File: src/rtl/cnt_delay_line.sv
// cnt_delay_line: LAG-deep shift history of samples with per-stage valid tracking
module cnt_delay_line #(
    parameter int WIDTH = 7,
    parameter int LAG = 1
) (
    input  logic clk,
    input  logic rst,
    input  logic flush,
    input  logic [WIDTH-1:0] d,
    output logic [WIDTH-1:0] q,
    output logic valid
);
    logic [WIDTH-1:0] mem [LAG];
    logic [LAG-1:0] v;
    always_ff @(posedge clk) begin
        if (rst || flush) begin
            v <= '0;
            for (int i = 0; i < LAG; i++) mem[i] <= '0;
        end else begin
            mem[0] <= d;
            v[0] <= 1'b1;
            for (int i = 1; i < LAG; i++) begin
                mem[i] <= mem[i-1];
                v[i] <= v[i-1];
            end
        end
    end
    assign q = mem[LAG-1];
    assign valid = v[LAG-1];
endmodule

File: config.mk
export PLATFORM = sky130hd
export DESIGN_NAME = cnt_delay_line
export DESIGN_NICKNAME = d
export VERILOG_FILES = /design/src/rtl/cnt_delay_line.sv
export SDC_FILE = /design/constraint.sdc
export NUM_CORES = 1
export LEC_CHECK = 0
export BUFFER_PORTS_ARGS = -buffer_cell sky130_fd_sc_hd__buf_4
export CORE_AREA = 2 2 39 41
export CTS_BUF_LIST = sky130_fd_sc_hd__clkbuf_4 sky130_fd_sc_hd__clkbuf_8 sky130_fd_sc_hd__clkbuf_16
export DETAILED_ROUTE_END_ITERATION = 7
export DIE_AREA = 0 0 41 43
export PLACE_DENSITY = 0.47
export SLEW_MARGIN = 20
export SYNTH_ARGS = -nofsm -noshare
export SYNTH_HDL_FRONTEND = slang
export SYNTH_SLANG_ARGS = --single-unit
export TNS_END_PERCENT = 1
File: constraint.sdc
create_clock -name clk -period 0.8 [get_ports clk]
set_clock_uncertainty 0.1 [all_clocks]
set_input_delay 0.04 -clock clk [delete_from_list [all_inputs] [get_ports clk]]
set_output_delay 0.04 -clock clk [all_outputs]
set_load 0.02 [all_outputs]
==> After elaboration in Yosys (flattened, before gate mapping) <==
Memory sizes are Yosys's and may differ from the RTL's.
Cells that the tools add are included.
{ "totals": {"memories": 1, "rom_bits": 0, "in_bits": 10, "ff_bits": 1, "ram_bits": 7, "latchBits": 0} }
{ "classes": {"n_reduce_logical": 2, "multipliers": 0, "n_eq_ne": 0, "mux": 5, "div_mod_pow": 0, "n_bitwise": 0, "n_shift": 0, "n_lt_le_gt_ge": 0, "addsub": 0} }
{ "memory_table": {"columns": ["name", "depth", "word_bits", "rd", "rd_ports_with_merged_regs", "write_ports", "line_no", "source"], "rows": [
  ["mem", 1, 7, 1, 0, 1, "13", "logic [WIDTH-1:0] mem [LAG];"]
]} }
{ "op_table": {"columns": ["op", "n"], "rows": [
  ["7-bit 2-to-1 mux", 1],
  ["7-bit OR reduction", 1],
  ["1-bit 2-to-1 mux", 4],
  ["1-bit logical OR", 1]
]} }

==> Logic depth before layout (Yosys ltp) <==
{ "depth": {"word_depth": 4, "mapped_depth": 2, "depth_no_buf": 1} }

==> Worst setup path after synthesis <==
OpenSTA, ideal clock, no wires.
{ "synth_timing": {"path_type": "register to output", "startpoint": "mem mem[0][0]", "endpoint": "out q[0]", "t_arrival_ns": 0.395, "required_time_ns": 0.660, "slack_ns": 0.265, "n_path_buf": 0, "stages_incl_launch_ff": 1, "path_cell_list": "dfxtp_1"} }
{ "synth_via": {"elab_chain_len": 1} }
{ "synth_lines": {"columns": ["item", "line_no", "source"], "rows": [
  ["from (decl)", "13", null],
  ["memory 1 x 7 bit", null, null],
  ["to (decl)", "10", "output logic [WIDTH-1:0] q,"]
]} }
Every way passes these cells.

==> Worst setup path after layout <==
{ "layout_timing": {"startpoint": "mem mem[0][2]", "endpoint": "out q[2]"} }
Same word-level chain as after synthesis.

==> results.sh <==
export IMPL_cp_required_ps=660
export IMPL_core_area_mm2=0.00138
export IMPL_vias=224
export IMPL_drtIter0Drc=0
export IMPL_grt_pass1_vias=233
export IMPL_clk_pin_slew_worst_paths_ps=50
export IMPL_seq_area_frac_synth=0.584
export IMPL_fin_nets=55
export IMPL_end_kind="output port"
export IMPL_cts_tree="yes"
export IMPL_design_portCount=18
export IMPL_min_path_type="input port to register"
export IMPL_synth_edff_count=0
export IMPL_layout_cells_non_filler=59
export IMPL_num_fill_cells=134
export IMPL_yosys_warnings=0
export IMPL_whs_ps=-50.8
export IMPL_worst_setup_path_type="register to output port"
export IMPL_violations="hold timing, setup timing"
export IMPL_slowest_stage="dfxtp_2"
export IMPL_cpPeakStageDelay_ps=310
export IMPL_fmax_ghz=1.22
export IMPL_synthCells=18
export IMPL_wl_um=566
export IMPL_antenna_found_initial=0
export IMPL_crit_family="flip-flops"
export IMPL_synth_nets=28
export IMPL_p_per_area_mw_per_mm2=1630
export IMPL_num_antenna_cells=0
export IMPL_irDropWorstVdd_mv=0.651
export IMPL_gp_congestion=0.586
export IMPL_dpl_cell_count=49
export IMPL_crit_buf_inv=1
export IMPL_synth_area_um2=274
export IMPL_maxSlewViolCount=0
export IMPL_period_share=1.03
export IMPL_synth_top_area_share=0.584
export IMPL_drive_above_1_share=0.884
export IMPL_drc=0
export IMPL_leakage_nw=0.248
export IMPL_area_delta_synth_final_pct=95.0
export IMPL_dieArea_mm2=0.00176
export IMPL_maxCapViolations=0
export IMPL_grt_pass1_wl_um=841
export IMPL_hold_viol=7
export IMPL_numCtsBuffers=3
export IMPL_dieWidth_um=41
export IMPL_htree_levels=1
export IMPL_ys_flop_type="dfxtp_1"
export IMPL_path_cells="buf_6"
export IMPL_rsz0062_at_grt="yes"
export IMPL_fin_ws_ps=-20.6
export IMPL_period_minus_slack_ps=821
export IMPL_seqCellArea_um2=170
export IMPL_clockRootBuffer="clkbuf_4"
export IMPL_dpl_worst_slack_ps=226
export IMPL_synth_top_cells_by_count="dfxtp_1, nor3b_2, buf_6, nor2_1"
export IMPL_grtUsageTotal=0.0806
export IMPL_ant_nets=0
export IMPL_cp_start_kind="register"
export IMPL_initial_utilization=0.198
export IMPL_multi_input_area_um2=93.8
export IMPL_ys_top_cells_by_area="dfxtp_1, nor3b_2, buf_6"
export IMPL_crit_arrival_ps=680
export IMPL_synth_seq_cells=8
export IMPL_clockBufferDepth=2
export IMPL_routedWlPerCell_um=9.59
export IMPL_rows=14
export IMPL_yosysTopAreaCell="dfxtp_1"
export IMPL_viasPerCell=3.80
export IMPL_async_flop_share=0
export IMPL_postCtsSetupBuffers=0
export IMPL_worst_slew_pin_slew_ps=131
export IMPL_grt_ovfl_total=0
export IMPL_finalSetupViolCount=9
export IMPL_port_buffers=17
export IMPL_ys_types=4
export IMPL_totalNegativeSetupSlack_ps=-135
export IMPL_outcome="finished with violations"
export IMPL_synth_most_common_cell="dfxtp_1"
export IMPL_critical_path_max_fanout=1
export IMPL_dr_pass1_iters=1
export IMPL_fin_util=0.386
export IMPL_die_height_um=43
export IMPL_slew_headroom=0.913
export IMPL_grt_max_degree=9
export IMPL_clock_sinks=8
export IMPL_avgSynthCellArea_um2=15.2
-- state kept, by name, summed over array words and instances (netlist names) --
name	cells
mem	7
valid	1
-- power breakdown --
part | internal [W] | switching, W | total, W
registers | 0.000420 | 0.00000748 | 0.000427
logic | 0.0000972 | 0.0000562 | 0.000153
clock network | 0.000171 | 0.000121 | 0.000291
-- layout make-up --
cell class / instances / area share
flip-flops and latches: 8 / 0.319
well taps: 16 / 0.0375
multi-input cells: 8 / 0.176
repair buffers: 24 / 0.426
clock buffers: 3 / 0.0422
-- worst paths after layout --
kind / from / end / depth (start not counted)
worst min-delay path: flush / mem[0][0] / 2
worst max-delay path: mem[0][2] / q[2] / 1
-- what timing repair did --
item | CTS | global route
resized for setup | 16 | 5
endpoints found under the hold margin | 8 | 7
setup endpoints to repair | 8 | 13
hold buffers | 6 | 1
pin swaps | 0 | 0
-- cells by family (layout without fill, tap and decap cells) --
kind of cell           after synthesis  after routing  share of synthesized area
buffers and inverters                2             27                     0.0822
DFF                                  8              8                      0.584
and+or+nand+nor                      8              8                      0.333
-- cells in the final DEF, fill, tap and decap left out --
master	instances
nor2_2	1
nor3b_2	7
buf_4	11
dfxtp_2	8
dlymetal6s4s_1	2
dlygate4sd3_1	3
buf_6	8
clkbuf_4	3
-- metal layers --
| layer | up-vias | wire length, um | part of all wire | global-route usage |
|---|---|---|---|---|
| met5 | - | 0 | 0 | 0 |
| met4 | 0 | 29 | 0.051 | 0.100 |
| met3 | 4 | 27 | 0.048 | 0.0314 |
| met2 | 11 | 337 | 0.60 | 0.122 |
| met1 | 100 | 171 | 0.30 | 0.0649 |
| li1 | 109 | - | - | - |
-- per-stage QoR --
step	area, um2	power, W
final	534	0.000872
after global routing	534	0.000912
after CTS	522	0.000880
after detailed placement	399	0.000544
after global placement	399	0.000541
after floorplan	274	0.000492
(Power assumes the default switching activity.)
